**config.mk**
```make
export PLATFORM = sky130hd
export DESIGN_NAME = scale_feeder
export DESIGN_NICKNAME = d
export VERILOG_FILES = /design/src/rtl/valu_pkg.sv /design/src/rtl/scale_feeder.sv
export SDC_FILE = /design/constraint.sdc
export NUM_CORES = 1
export LEC_CHECK = 0
export CAP_MARGIN = 10
export CORE_ASPECT_RATIO = 1.1
export CORE_MARGIN = 5
export CORE_UTILIZATION = 68
export CTS_CLUSTER_DIAMETER = 150
export DETAILED_ROUTE_END_ITERATION = 8
export DONT_BUFFER_PORTS = 1
export PLACE_DENSITY = 0.88
export SETUP_SLACK_MARGIN = 0.05
export SLEW_MARGIN = 20
export SYNTH_ARGS = -nofsm -noshare
export SYNTH_HDL_FRONTEND = slang
export SYNTH_SLANG_ARGS = --single-unit
```
**constraint.sdc**
```tcl
create_clock -name clk -period 3.85 [get_ports clk]
set_input_delay 0.1925 -clock clk [delete_from_list [all_inputs] [get_ports clk]]
set_output_delay 0.1925 -clock clk [all_outputs]
set_load 0.02 [all_outputs]
```
**src/rtl/valu_pkg.sv**
```systemverilog
// Shared definitions for the vector ALU float-scale path: element and exponent widths,
// scale-mode encodings and the feeder state type.
package valu_pkg;

    localparam int unsigned ELEM_W = 20;
    localparam int unsigned EXP_W  = 8;

    localparam logic [1:0] SIG_ZERO = 2'b00;
    localparam logic [1:0] SIG_Q    = 2'b01;
    localparam logic [1:0] SIG_E    = 2'b11;
    localparam logic [1:0] SIG_RSVD = 2'b10;

    typedef enum logic {
        StIdle  = 1'b0,
        StIssue = 1'b1
    } feed_state_e;

endpackage

```
**src/rtl/scale_feeder.sv**
```systemverilog
// Buffers one packed vector descriptor and issues its elements one per cycle to the scale
// stage, with valid/last copies delayed one cycle to line up with the scale stage result.
module scale_feeder
    import valu_pkg::*;
#(
    parameter int unsigned VLEN = 8,
    parameter int unsigned LW   = $clog2(VLEN + 1)
) (
    input  logic                     clk,
    input  logic                     rst_n,
    input  logic                     vec_valid,
    output logic                     vec_ready,
    input  logic [VLEN*ELEM_W-1:0]   vec_data,
    input  logic [EXP_W-1:0]         vec_exp,
    input  logic [1:0]               vec_sig,
    input  logic [LW-1:0]            vec_len,
    output logic [ELEM_W-1:0]        elem_in,
    output logic [1:0]               elem_sig,
    output logic [EXP_W-1:0]         elem_exp,
    output logic                     elem_valid,
    output logic                     elem_last,
    input  logic                     elem_ready,
    output logic                     res_valid,
    output logic                     res_last,
    output logic                     sig_err,
    output logic                     busy
);

    localparam int unsigned IW = $clog2(VLEN);

    feed_state_e               r_state;
    logic [IW-1:0]             r_idx;
    logic [VLEN*ELEM_W-1:0]    r_buf;
    logic [LW-1:0]             r_len;
    logic [EXP_W-1:0]          r_exp;
    logic [1:0]                r_sig;
    logic [ELEM_W-1:0]         r_elem_in;
    logic [1:0]                r_elem_sig;
    logic [EXP_W-1:0]          r_elem_exp;
    logic                      r_elem_last;
    logic                      r_res_valid;
    logic                      r_res_last;
    logic                      r_sig_err;

    logic                      w_busy;
    logic                      w_issue;
    logic                      w_vec_ready;
    logic                      w_cap;
    logic [LW-1:0]             w_len;
    logic [1:0]                w_sig;
    logic [IW-1:0]             w_idx_inc;
    logic [ELEM_W-1:0]         w_nxt_elem;
    logic                      w_nxt_last;

    assign w_busy      = (r_state == StIssue);
    assign w_issue     = w_busy & elem_ready;
    // Accept the next descriptor on the same edge the current vector's last element leaves.
    assign w_vec_ready = !w_busy | (r_elem_last & elem_ready);
    assign w_cap       = vec_valid & w_vec_ready;
    assign w_len       = (vec_len > LW'(VLEN)) ? LW'(VLEN) : vec_len;
    assign w_sig       = (vec_sig == SIG_RSVD) ? SIG_ZERO : vec_sig;
    assign w_idx_inc   = r_idx + IW'(1);
    assign w_nxt_elem  = r_buf[int'(w_idx_inc)*ELEM_W +: ELEM_W];
    assign w_nxt_last  = (LW'(w_idx_inc) == (r_len - LW'(1)));

    always_ff @(posedge clk or negedge rst_n) begin
        if (!rst_n) begin
            r_state     <= StIdle;
            r_idx       <= '0;
            r_buf       <= '0;
            r_len       <= '0;
            r_exp       <= '0;
            r_sig       <= '0;
            r_elem_in   <= '0;
            r_elem_sig  <= '0;
            r_elem_exp  <= '0;
            r_elem_last <= 1'b0;
            r_res_valid <= 1'b0;
            r_res_last  <= 1'b0;
            r_sig_err   <= 1'b0;
        end else begin
            r_res_valid <= w_issue;
            r_res_last  <= w_issue & r_elem_last;
            r_sig_err   <= w_cap & (vec_sig == SIG_RSVD);

            if (w_cap) begin
                r_buf <= vec_data;
                r_exp <= vec_exp;
                r_sig <= w_sig;
                r_len <= w_len;
                r_idx <= '0;
                if (w_len != '0) begin
                    r_state     <= StIssue;
                    r_elem_in   <= vec_data[ELEM_W-1:0];
                    r_elem_sig  <= w_sig;
                    r_elem_exp  <= vec_exp;
                    r_elem_last <= (w_len == LW'(1));
                end else begin
                    r_state     <= StIdle;
                    r_elem_in   <= '0;
                    r_elem_sig  <= '0;
                    r_elem_exp  <= '0;
                    r_elem_last <= 1'b0;
                end
            end else if (w_issue) begin
                if (!r_elem_last) begin
                    r_idx       <= w_idx_inc;
                    r_elem_in   <= w_nxt_elem;
                    r_elem_sig  <= r_sig;
                    r_elem_exp  <= r_exp;
                    r_elem_last <= w_nxt_last;
                end else begin
                    // Zeroed operands make the scale stage produce +0 while idle.
                    r_state     <= StIdle;
                    r_elem_in   <= '0;
                    r_elem_sig  <= '0;
                    r_elem_exp  <= '0;
                    r_elem_last <= 1'b0;
                end
            end
        end
    end

    assign vec_ready  = w_vec_ready;
    assign elem_in    = r_elem_in;
    assign elem_sig   = r_elem_sig;
    assign elem_exp   = r_elem_exp;
    assign elem_valid = w_busy;
    assign elem_last  = r_elem_last;
    assign res_valid  = r_res_valid;
    assign res_last   = r_res_last;
    assign sig_err    = r_sig_err;
    assign busy       = w_busy;

endmodule

```
# Word level (Yosys, flattened, before mapping)
# Index checks and enable logic that the tools add are counted.
word_totals:
  regBits: 212
  input_bits: 178
  output_inout_bits: 37
  elab_cells: 59
classes:
  n_addsub: 2
  multipliers: 1
  magnitude_cmp: 1
  n_eq_ne: 4
  shift: 1
  muxes: 25
  bitwise_logic: 6
  n_reduce_logical: 6
ops:
  columns: ["operator", "count"]
  rows:
  - ["160-bit by 9-bit indexed part select with 20-bit output", 1]
  - ["20-bit two-way mux", 4]
  - ["8-bit two-way mux", 4]
  - ["2-bit two-way mux", 5]
  - ["3-bit two-way mux", 3]
  - ["1-bit two-way mux", 8]
  - ["3-bit by 3-bit multiplier with 6-bit output (second input constant)", 1]
  - ["1-bit AND", 5]
  - ["3-bit by 4-bit equality test with 1-bit output", 1]
  - ["4-bit by 1-bit equality test with 1-bit output (second input constant)", 1]
  - ["4-bit greater-than comparator (second input constant)", 1]
  - ["4-bit two-way mux", 1]
  - ["2-bit AND reduction", 2]
  - ["2-bit nonzero test", 2]
  - ["4-bit nonzero test", 1]
  - ["4-bit by 1-bit subtractor with 4-bit output (second input constant)", 1]
  - ["3-bit by 1-bit adder with 3-bit output (second input constant)", 1]
  - ["2-bit equality test (second input constant)", 1]
  - ["2-bit by 1-bit != test with 1-bit output (second input constant)", 1]
  - ["1-bit zero test", 1]
  - ["1-bit bitwise OR", 1]

# Logic depth before layout (Yosys ltp)
# Gate-level depths: netlist (run 1).
logic_depth:
  ltp_word: 6
  mapped_depth: 8
  mapped_depth_nobuf: 6

# Least setup slack after synthesis (run 1)
# Ideal clock, no wire load.
synth_timing:
  path_type: "register -> register"
  start: "register r_idx[0]"
  end: "register r_elem_in[1], in the netlist elem_in[1]"
  setup_ns: 0.141
  arrival_ns: 1.628
  t_required_ns: 3.709
  path_slack_ns: 2.081
  stages_incl_launch_ff: 7
  path_buffers: 2
  synth_period_minus_slack_ns: 1.769
  cell_sequence: "dfrtp_1 -> ha_1 -> clkbuf_1 -> buf_2 -> mux4_2 -> a22oi_1 -> a211oi_2"
synth_via:
  elab_chain_len: 6
synth_rtl:
  columns: ["item", "line_no", "text"]
  rows:
  - ["from (decl)", "scale_feeder.sv:32", "logic [IW-1:0] r_idx;"]
  - ["from (signal assigned)", "scale_feeder.sv:107", "r_idx <= w_idx_inc;"]
  - ["3-bit by 1-bit adder with 3-bit output", "scale_feeder.sv:62", "assign w_idx_inc = r_idx + IW'(1);"]
  - ["3-bit by 3-bit multiplier with 6-bit output", "scale_feeder.sv:63", "assign w_nxt_elem = r_buf[int'(w_idx_inc)*ELEM_W +: ELEM_W];"]
  - ["160-bit by 9-bit indexed part select with 20-bit output", "scale_feeder.sv:63", null]
  - ["20-bit two-way mux", "scale_feeder.sv:106", "if (!r_elem_last) begin"]
  - ["20-bit two-way mux", "scale_feeder.sv:105", "end else if (w_issue) begin"]
  - ["20-bit two-way mux", "scale_feeder.sv:86", "if (w_cap) begin"]
  - ["to (signal assigned)", "scale_feeder.sv:94", "r_elem_in <= vec_data[ELEM_W-1:0];"]
  - ["to (signal assigned)", "scale_feeder.sv:108", "r_elem_in <= w_nxt_elem;"]
  - ["to (decl)", "scale_feeder.sv:37", "logic [ELEM_W-1:0] r_elem_in;"]
# No other way between the ends. The select of a mux whose other input is x is not followed.
# A chain may end at the register's enable or synchronous reset.

# Final worst setup path (run 1)
layout_timing:
  start: "register r_elem_last, in the netlist elem_last"
  end: "register r_elem_in[14], in the netlist elem_in[14]"
layout_via:
  elab_chain_len: 4
  elab_cells_between_ends: 7
  cone_classes: "mux (3); bitwise (3); reduce/logical (1)"
layout_rtl:
  columns: ["item", "line_no", "text"]
  rows:
  - ["from (decl)", "scale_feeder.sv:40", "logic r_elem_last;"]
  - ["from (signal assigned)", "scale_feeder.sv:97", "r_elem_last <= (w_len == LW'(1));"]
  - ["from (signal assigned)", "scale_feeder.sv:111", "r_elem_last <= w_nxt_last;"]
  - ["1-bit AND *", "scale_feeder.sv:58", "assign w_vec_ready = !w_busy | (r_elem_last & elem_ready);"]
  - ["1-bit bitwise OR *", "scale_feeder.sv:58", null]
  - ["named net vec_ready", "scale_feeder.sv:12", "output logic vec_ready,"]
  - ["1-bit AND *", "scale_feeder.sv:59", "assign w_cap = vec_valid & w_vec_ready;"]
  - ["20-bit two-way mux or 2-bit nonzero test (tied branches)", null, null]
# The timed path passes the listed nets; every way through them passes the cells marked *. The select of a mux whose other input is x is not followed.

==> impl_results.md, run 1 <==
- Status: finished with violations
- Violated checks: hold timing
- Cts hold-fix bufs: 177
- Core Box Area: 0.01391 mm^2
- Final WS setup: 1214 ps
- Clk sinks: 212
- Routed Antenna Nets: 0
- Pwr Density: 818.6 mW/mm^2
- Via density: 6.223
- GP Congestion: 0.8291
- Critical Path Start: elem_last$_DFFE_PN0P_
- Clock latency on the worst-skew pair: 480 ps
- Largest net degree at the start of global routing: 213
- Ys flop type: dfrtp_1
- Initial antenna violation count: 4
- Setup Skew: 10.46 ps
- Number of global-route vias before repair: 8,772
- Clk root buf: clkbuf_16
- DRT iter0 DRCs: 968
- H-tree depth: 1
- Initial Utilization: 69.74%
- Share of cells above drive strength 1: 7.899%
- Yosys cell types: 40
- Cell count after synthesis: 1,004
- Count leader, synth: nand2_1
- Netlist Area Pre-Place: 0.009699 mm^2
- Lkg Pwr: 5.749 nW
- DR pass1 iterations: 8
- # DRC: 0
- I/O Buffers: 0
- CTS buffer count: 21
- Die ar.: 0.01675 mm^2
- Fin Hold WS: -598.7 ps
- Fill cell count: 647
- Total GRT Usage: 35.61%
- Setup CP Type: flop to flop
- CTS tree: built
- Commonest cells post-synth: 519 x nand2_1, 212 x dfrtp_1, 38 x mux4_2
- Reg2reg path depth: 5
- Final setup fails: 0
- Syn nets: 1,184
- Post-synth EDFFs: 0
- Yosys top cell by area: dfrtp_1
- Final-stage net count: 1,323
- Final critical-path share of the clock period: 68.48%
- CP max FO: 118
- Final TNS setup: 0 ps
- Data required, critical path: 4230 ps
- Post-Syn Area per Cell: 9.661 um^2
- Fmax: 0.3793 GHz
- Seq cells post-synth: 212
- Clock Path Buffers: 3
- Vias post-DR: 8,370
- R2R Path End: elem_in[14]$_DFFE_PN0P_
- Tmin final: 2636 ps
- Tightest Pin Transition: 1085 ps
- CP Capture Type: flop
- WL/cell: 21.84 um
- Worst vdd ir: 484.9 uV
- Max-cap viol count: 0
- Flop-to-flop setup slack: 1210 ps
- # rows: 45
- Clock transition at path regs: 60 ps
- FFs w/ async S/R, synth: 100.0%
- Rel. slew slack: 27.64%
- Critical Path AT: 3020 ps
- GRT overflow: 0
- CP startpoint kind: flop
- Hold Crit Class: input port to async pin
- DP Wirelength: 15.44 mm
- Final WL: 29.38 mm
- Unrepaired setup endpoints after global routing: no
- Synth top area share: 54.70%
- Synth area leaders: dfrtp_1 55%, nand2_1 20%, mux4_2 8.8%
- Worst reg2reg startpoint: elem_last$_DFFE_PN0P_
- Area growth syn-to-layout: 23.13%
- Final hold vios: 212
- Sequential area share after synthesis: 54.70%
- First-pass GRT wire length: 45.82 mm
- I/O pin count: 215
- Synth Warn #: 0
- CTS resizes: 0
- Dpl ws: 1355 ps
- Crit path capture: elem_in[14]$_DFFE_PN0P_
- Pins Over Slew Limit: 0
- DIE WIDTH: 123.9 um
- Postcts setup bufs: 0
- Die Ht: 135.3 um
-- stage by stage --
stage / hold slack, ps / total power, mW / std cells / util, % / cell area, um^2
finish: -598.7 / 9.777 / 1345 / 85.87 / 11940
global route: -615.3 / 10.27 / 1344 / 85.86 / 11940
CTS: -608.8 / 9.459 / 1340 / 85.78 / 11930
detailed placement: -96.51 / 7.410 / 1131 / 68.63 / 9544
global placement: -96.15 / 7.197 / 1131 / 68.63 / 9544
floorplan: -103.1 / 6.692 / 1004 / - / 9699
-- cell type report --
cell class	count	area (um^2)	area share, %
antenna	5	12.51	0.1048
clock buffer	30	599.3	5.018
clock inverter	2	13.76	0.1152
inverter	3	11.26	0.09429
multi-input combinational	718	3905	32.70
sequential	212	5306	44.43
tap	188	235.2	1.970
timing repair buffer	187	1859	15.57
-- logic make-up (layout without fill, tap and decap cells) --
kind of cell	Yosys count	after routing	synth area share (%)
multiplexers	40	40	9.365
buffers and inverters	74	222	5.237
flip-flops	212	212	54.70
adder cells (fa/ha/maj)	2	2	0.2580
AO/OA/AOI/OAI	82	82	5.895
other	0	5	0
XOR/XNOR	6	6	0.6193
AND/OR/NAND/NOR	588	588	23.93
-- cell usage in the layout (no fill, tap or decap), types with 2 or more instances in the layout --
master / synthesis / layout
dfrtp_1: 212 / 211
mux4_1: 2 / 2
mux4_2: 38 / 38
nand3b_1: 11 / 11
clkbuf_16: 0 / 21
nand3_1: 9 / 9
a211oi_1: 17 / 17
nand2_1: 519 / 519
dlygate4sd3_1: 0 / 177
xor2_1: 2 / 2
a22oi_2: 2 / 2
buf_4: 2 / 9
a22oi_1: 18 / 18
nand4_1: 2 / 2
a211oi_2: 3 / 3
a31oi_1: 10 / 10
nand2b_1: 2 / 2
clkbuf_8: 0 / 4
diode_2: 0 / 5
a21oi_1: 23 / 22
xnor2_1: 3 / 3
o21ai_0: 4 / 4
clkbuf_1: 11 / 5
nor2_1: 34 / 34
inv_1: 3 / 3
-- registers in the layout, indices dropped and copies added, names as in the netlist --
name	count
r_buf	160
elem_in	20
elem_exp	8
r_exp	8
r_len	4
r_idx	3
elem_sig	2
r_sig	2
busy	1
elem_last	1
res_last	1
res_valid	1
sig_err	1
-- where the power goes --
part           switching, mW  total [mW]  internal [mW]
clock                  0.818        1.89           1.07
sequential             0.999        4.28           3.28
combinational           2.00        3.60           1.60
-- worst min path at each step --
stage | startpoint | slack [ps] | depth (start not counted) | end
floorplan | rst_n | -100 | 0 | busy$_DFFE_PN0P_
global placement | rst_n | -100 | 0 | r_buf[16]$_DFFE_PN0N_
detailed placement | rst_n | -100 | 0 | r_exp[4]$_DFFE_PN0N_
CTS | rst_n | -610 | 0 | r_exp[4]$_DFFE_PN0N_
global route | rst_n | -620 | 0 | r_exp[4]$_DFFE_PN0N_
finish | rst_n | -600 | 0 | r_exp[4]$_DFFE_PN0N_
-- routing by layer --
| layer | vias to the layer above | part of all wire (%) | track usage [%] |
|---|---|---|---|
| met3 | 129 | 10 | 9.148 |
| li1 | 3549 | - | - |
| met2 | 608 | 50 | 59.60 |
| met4 | 0 | 4.6 | 15.63 |
| met1 | 4084 | 35 | 43.58 |
| met5 | - | 0 | 0 |
-- critical path, cell delays in order, from the launching register on --
cell	delay, ps
dfrtp_1	650
a21bo_4	390
nand2_8	490
buf_4	550
a21oi_1	130
a211oi_1	290
Note: power is estimated with default switching activity, not from simulation.
==> run 2: changes to the inputs <==
CORE_UTILIZATION = 57   (was 68)
PLACE_DENSITY = 0.79   (was 0.88)
clock period = 2.2 ns   (was 3.85 ns; I/O delays follow)
==> run 2 against run 1 <==
Compared with the run above: the flow still finishes with violations (hold timing); combinational power grew 71%; global-route usage shrank 7.3 points; maximum frequency grew 29%; final area grew 2.7%; critical path depth grew 1.
==> impl_results.md, run 2 (synthesized netlist as in run 1, its figures left out) <==
- Cells after DPL: 1,159 (was 1,131)
- DRT iter0 DRCs: 906 (was 968)
- CP startpoint kind: flop (unchanged)
- Largest net degree at the start of global routing: 213 (unchanged)
- Die Ht: 146.8 um (was 135.3 um)
- Dpl ws: 83.93 ps (was 1355 ps)
- Rel. slew slack: 69.32% (was 27.64%)
- Routed Antenna Nets: 0 (unchanged)
- Final setup fails: 0 (unchanged)
- CP max FO: 20 (was 118)
- Core Box Area: 0.01689 mm^2 (was 0.01391 mm^2)
- Pwr Density: 1431 mW/mm^2 (was 818.6 mW/mm^2)
- Clock Path Buffers: 3 (unchanged)
- Clock latency on the worst-skew pair: 500 ps (was 480 ps)
- Via density: 5.846 (was 6.223)
- Share of cells above drive strength 1: 9.083% (was 7.899%)
- Commonest non-fill, non-tap cells in the layout: 519 x nand2_1, 211 x dfrtp_1, 177 x dlygate4sd3_1, 38 x mux4_2, 34 x nor2_1 (unchanged)
- Final WS setup: 151.6 ps (was 1214 ps)
- GP Congestion: 0.8356 (was 0.8291)
- Lkg Pwr: 5.878 nW (was 5.749 nW)
- Final critical-path share of the clock period: 93.11% (was 68.48%)
- Number of global-route vias before repair: 8,009 (was 8,772)
- DP Wirelength: 16.82 mm (was 15.44 mm)
- DIE WIDTH: 134.4 um (was 123.9 um)
- Initial antenna violation count: 3 (was 4)
- Finished Layout Cells: 1,379 (was 1,345)
- Critical Path AT: 2440 ps (was 3020 ps)
- Vias post-DR: 8,062 (was 8,370)
- Final hold vios: 212 (unchanged)
- GRT overflow: 0 (unchanged)
- Clk root buf: clkbuf_16 (unchanged)
- Largest reg by FF count: r_buf (unchanged)
- Final TNS setup: 0 ps (unchanged)
- Commonest non-fill, non-tap cell in the layout: nand2_1 (unchanged)
- CP Capture Type: flop (unchanged)
- Postcts setup bufs: 0 (unchanged)
- First-pass GRT wire length: 44.62 mm (was 45.82 mm)
- Post-DP Area: 0.009719 mm^2 (was 0.009544 mm^2)
- Fin Hold WS: -680.9 ps (was -598.7 ps)
- Setup Skew: 11.78 ps (was 10.46 ps)
- Clk sinks: 212 (unchanged)
- Initial Utilization: 57.42% (was 69.74%)
- Final-stage net count: 1,333 (was 1,323)
- Hold Crit Class: input port to async pin (unchanged)
- DR pass1 iterations: 5 (was 8)
- Area growth syn-to-layout: 26.46% (was 23.13%)
- Setup CP Type: flop to flop (unchanged)
- Fmax: 0.4882 GHz (was 0.3793 GHz)
- Worst vdd ir: 985.0 uV (was 484.9 uV)
- CTS buffer count: 23 (was 21)
- Max reg flops: 160 (unchanged)
- Tightest Pin Transition: 460.3 ps (was 1085 ps)
- # DRC: 0 (unchanged)
- I/O pin count: 215 (unchanged)
- WL/cell: 20.19 um (was 21.84 um)
- Pins Over Slew Limit: 0 (unchanged)
- I/O Buffers: 0 (unchanged)
- Final WL: 27.85 mm (was 29.38 mm)
- Design area: 0.01227 mm^2 (was 0.01194 mm^2)
- Violated checks: hold timing (unchanged)
- # rows: 50 (was 45)
- Cts hold-fix bufs: 177 (unchanged)
- CTS tree: built (unchanged)
- Max-cap viol count: 0 (unchanged)
- Die ar.: 0.01973 mm^2 (was 0.01675 mm^2)
- Status: finished with violations (unchanged)
- Data required, critical path: 2590 ps (was 4230 ps)
- Tmin final: 2048 ps (was 2636 ps)
- Unrepaired setup endpoints after global routing: no (unchanged)
- H-tree depth: 1 (unchanged)
- Clock transition at path regs: 60 ps (about the same)
- Total GRT Usage: 28.35% (was 35.61%)
==> run 2: cell types whose count changed in the layout (fill, tap and decap cells not counted), moves of 2 or more <==
cell / delta
clkbuf_8: +3
clkinvlp_4: +2
buf_12: +6
clkbuf_16: +2
==> run 2: area by class of cell <==
| cell class | count | area, um^2 |
|---|---|---|
| multi-input combinational | 718 | 3928 |
| clock buffer | 34 | 686.9 |
| sequential | 212 | 5309 |
| fill | 1129 | 4626 |
| clock inverter | 5 | 55.05 |
| antenna | 4 | 10.01 |
| inverter | 3 | 11.26 |
| timing repair buffer | 195 | 2006 |
| tap | 208 | 260.3 |
==> run 2: stage by stage <==
step	util (%)	hold slack (ps)	power [mW]
after global routing	72.60	-699.5	18.55
final	72.61	-680.9	17.55
after global placement	57.54	-174.8	12.95
after floorplan	-	-185.6	11.71
after detailed placement	57.54	-175.8	13.20
after CTS	72.42	-703.6	17.32
==> run 2: path summary, 6_finish.rpt <==
check / start / to / slack [ps] / cells past startpoint
max: r_idx[0]$_DFFE_PN0P_ / elem_in[2]$_DFFE_PN0P_ / 150 / 6
min: rst_n / r_buf[136]$_DFFE_PN0N_ / -680 / 0
max reg2reg: r_idx[0]$_DFFE_PN0P_ / elem_in[2]$_DFFE_PN0P_ / 150 / 6
min reg2reg: r_buf[5]$_DFFE_PN0N_ / r_buf[5]$_DFFE_PN0N_ / 470 / 2
max in group asynchronous: rst_n / r_buf[147]$_DFFE_PN0N_ / 2480 / 0
min in group clk: vec_valid / elem_last$_DFFE_PN0P_ / 50 / 4
==> run 2: routing by layer <==
layer | share of wire, % | global-route usage [%] | vias up
met3 | 10 | 6.062 | 83
met5 | 0 | 0 | -
met2 | 46 | 42.28 | 492
li1 | - | - | 3590
met4 | 3.4 | 8.859 | 0
met1 | 41 | 42.23 | 3897
==> run 2: critical path, stage by stage, from the launching register on <==
cell	delay (ps)
dfrtp_4	580
ha_2	260
xnor2_4	230
nor3b_4	240
buf_8	200
a22oi_1	120
a211oi_1	290
==> run 2: what timing repair did <==
| item | CTS | global route |
|---|---|---|
| gates resized for setup | 0 | 4 |
| setup endpoints to repair | 0 | 20 |
| endpoints found under the hold margin | 422 | 212 |
==> run 2: report_power, final <==
group          leakage, nW  switching, mW  internal [mW]
registers             2.61           1.87           5.75
logic                 2.90           3.17           2.98
clock network        0.361           1.50           2.26
total                 5.88           6.55           11.0
==> run 3: changes to the inputs <==
RECOVER_POWER = 100   (was unset)
==> run 3 against run 2 <==
Compared with the run above: the run still ends with hold timing left; core utilization shrank 0.21 points; flip-flop and latch count did not move; count of clock-buffer cells in the layout unchanged; via count decreased by 0.86%; cell count barely moved; clock power about the same; final area shrank 0.29%; critical endpoint unchanged; highest routed layer unchanged.
==> impl_results.md, run 3 (synthesized netlist as in run 1, its figures left out) <==
- Lkg Pwr: 5.861 nW (was 5.878 nW)
- DP Wirelength: 16.82 mm (unchanged)
- Largest net degree at the start of global routing: 213 (unchanged)
- Via density: 5.800 (was 5.846)
- Share of cells above drive strength 1: 8.740% (was 9.083%)
- Max reg flops: 160 (unchanged)
- Max-cap viol count: 0 (unchanged)
- First-pass GRT wire length: 44.62 mm (unchanged)
- Final hold vios: 212 (unchanged)
- Largest reg by FF count: r_buf (unchanged)
- CP max FO: 20 (unchanged)
- Critical Path AT: 2440 ps (about the same)
- GP Congestion: 0.8356 (unchanged)
- Setup Skew: 11.82 ps (was 11.78 ps)
- Rel. slew slack: 33.10% (was 69.32%)
- Clock Path Buffers: 3 (unchanged)
- Data required, critical path: 2590 ps (about the same)
- Final-stage net count: 1,333 (unchanged)
- Initial Utilization: 57.42% (unchanged)
- CP startpoint kind: flop (unchanged)
- Initial antenna violation count: 3 (unchanged)
- Number of global-route vias before repair: 8,009 (unchanged)
- Status: finished with violations (unchanged)
- Fin Hold WS: -687.0 ps (was -680.9 ps)
- CP top delay family: flip-flops (unchanged)
- Clock transition at path regs: 60 ps (about the same)
- DR pass1 iterations: 5 (unchanged)
- Hold Crit Class: input port to async pin (unchanged)
- Final setup fails: 0 (unchanged)
- Worst vdd ir: 975.3 uV (was 985.0 uV)
- CTS buffer count: 23 (unchanged)
- Tightest Pin Transition: 1003 ps (was 460.3 ps)
- DRT iter0 DRCs: 960 (was 906)
- WL/cell: 20.17 um (was 20.19 um)
- CP max stage delay: 530 ps (was 580 ps)
- # DRC: 0 (unchanged)
- H-tree depth: 1 (unchanged)
- Final TNS setup: 0 ps (unchanged)
- Tmin final: 2049 ps (was 2048 ps)
- CP bufs+invs: 1 (unchanged)
- Clk root buf: clkbuf_16 (unchanged)
- I/O Buffers: 0 (unchanged)
- Design area: 0.01223 mm^2 (was 0.01227 mm^2)
- CTS tree: built (unchanged)
- Worst reg2reg startpoint: r_idx[0]$_DFFE_PN0P_ (unchanged)
- Pins Over Slew Limit: 0 (unchanged)
- Pwr Density: 1429 mW/mm^2 (was 1431 mW/mm^2)
- Commonest non-fill, non-tap cells in the layout: 519 x nand2_1, 211 x dfrtp_1, 177 x dlygate4sd3_1, 38 x mux4_2, 34 x nor2_1 (unchanged)
- Final critical-path share of the clock period: 93.12% (was 93.11%)
- Vias post-DR: 7,993 (was 8,062)
- Core Box Area: 0.01689 mm^2 (unchanged)
- Violated checks: hold timing (unchanged)
- CP Capture Type: flop (unchanged)
- Die ar.: 0.01973 mm^2 (unchanged)
- Clk sinks: 212 (unchanged)
- Area growth syn-to-layout: 26.10% (was 26.46%)
- Fmax: 0.4881 GHz (was 0.4882 GHz)
- Critical path's slowest cell: dfrtp_2 (was dfrtp_4)
- Post-DP Area: 0.009719 mm^2 (unchanged)
- Commonest non-fill, non-tap cell in the layout: nand2_1 (unchanged)
- Die Ht: 146.8 um (unchanged)
- Critical path cell sequence: ha_2 > xnor2_4 > nor3b_2 > buf_8 > a22oi_1 > a211oi_1 (was ha_2 > xnor2_4 > nor3b_4 > buf_8 > a22oi_1 > a211oi_1)
- GRT overflow: 0 (unchanged)
- Cts hold-fix bufs: 177 (unchanged)
- Postcts setup bufs: 0 (unchanged)
- Final WL: 27.79 mm (was 27.85 mm)
- DIE WIDTH: 134.4 um (unchanged)
- Routed Antenna Nets: 0 (unchanged)
- Setup CP Type: flop to flop (unchanged)
- Unrepaired setup endpoints after global routing: no (unchanged)
- Clock latency on the worst-skew pair: 500 ps (about the same)
- Total GRT Usage: 28.35% (unchanged)
- # rows: 50 (unchanged)
- Critical Path Start: r_idx[0]$_DFFE_PN0P_ (unchanged)
- I/O pin count: 215 (unchanged)
run 3: path summary, 6_finish.rpt:
| check | depth (start not counted) | endpoint | slack [ps] |
|---|---|---|---|
| min | 0 | r_buf[154]$_DFFE_PN0N_ | -690 |
| max in group asynchronous | 0 | r_idx[0]$_DFFE_PN0P_ | 2580 |
| max | 6 | elem_in[2]$_DFFE_PN0P_ | 150 |
| min in group clk | 4 | elem_last$_DFFE_PN0P_ | 30 |
| max reg2reg | 6 | elem_in[2]$_DFFE_PN0P_ | 150 |
| min reg2reg | 2 | r_buf[39]$_DFFE_PN0N_ | 470 |
run 3: area by class of cell:
class | instances | area (um^2)
diodes | 3 | 7.507
clock buffers | 34 | 686.9
inverters | 3 | 11.26
fillers | 1139 | 4661
flip-flops and latches | 212 | 5306
repair buffers | 195 | 1989
well taps | 208 | 260.3
multi-input cells | 718 | 3914
clock inverters | 5 | 55.05
run 3: worst register-to-register path, cell delays in order (launching register included):
cell	delay, ps
dfrtp_2	530
ha_2	280
xnor2_4	230
nor3b_2	250
buf_8	220
a22oi_1	130
a211oi_1	290
run 3: where the power goes:
part	total, mW	internal, mW	switching [mW]	leakage (nW)
clock network	3.77	2.26	1.51	0.361
registers	7.61	5.75	1.86	2.61
logic	6.09	2.94	3.15	2.89
run 3: metrics by stage:
stage | total power, mW | worst slack (ps) | utilization [%] | cells
floorplan | 11.71 | 431.1 | - | 1004
global placement | 12.95 | 199.1 | 57.54 | 1159
detailed placement | 13.20 | 83.93 | 57.54 | 1159
CTS | 17.32 | 63.43 | 72.42 | 1375
global route | 18.49 | 33.35 | 72.41 | 1378
finish | 17.47 | 151.4 | 72.41 | 1378
run 3: repair_timing:
item / in CTS / in global routing
setup endpoints to repair: 0 / 20
hold endpoints to repair: 422 / 212
resized for setup: 0 / 4
run 3: metal layers:
metal / part of all wire, % / GRT usage [%] / routed length [um] / vias to the layer above
met3: 9.5 / 6.062 / 2633 / 75
met5: 0 / 0 / 0 / -
li1: - / - / - / 3587
met2: 46 / 42.28 / 12710 / 451
met1: 42 / 42.23 / 11540 / 3880
met4: 3.3 / 8.859 / 911 / 0
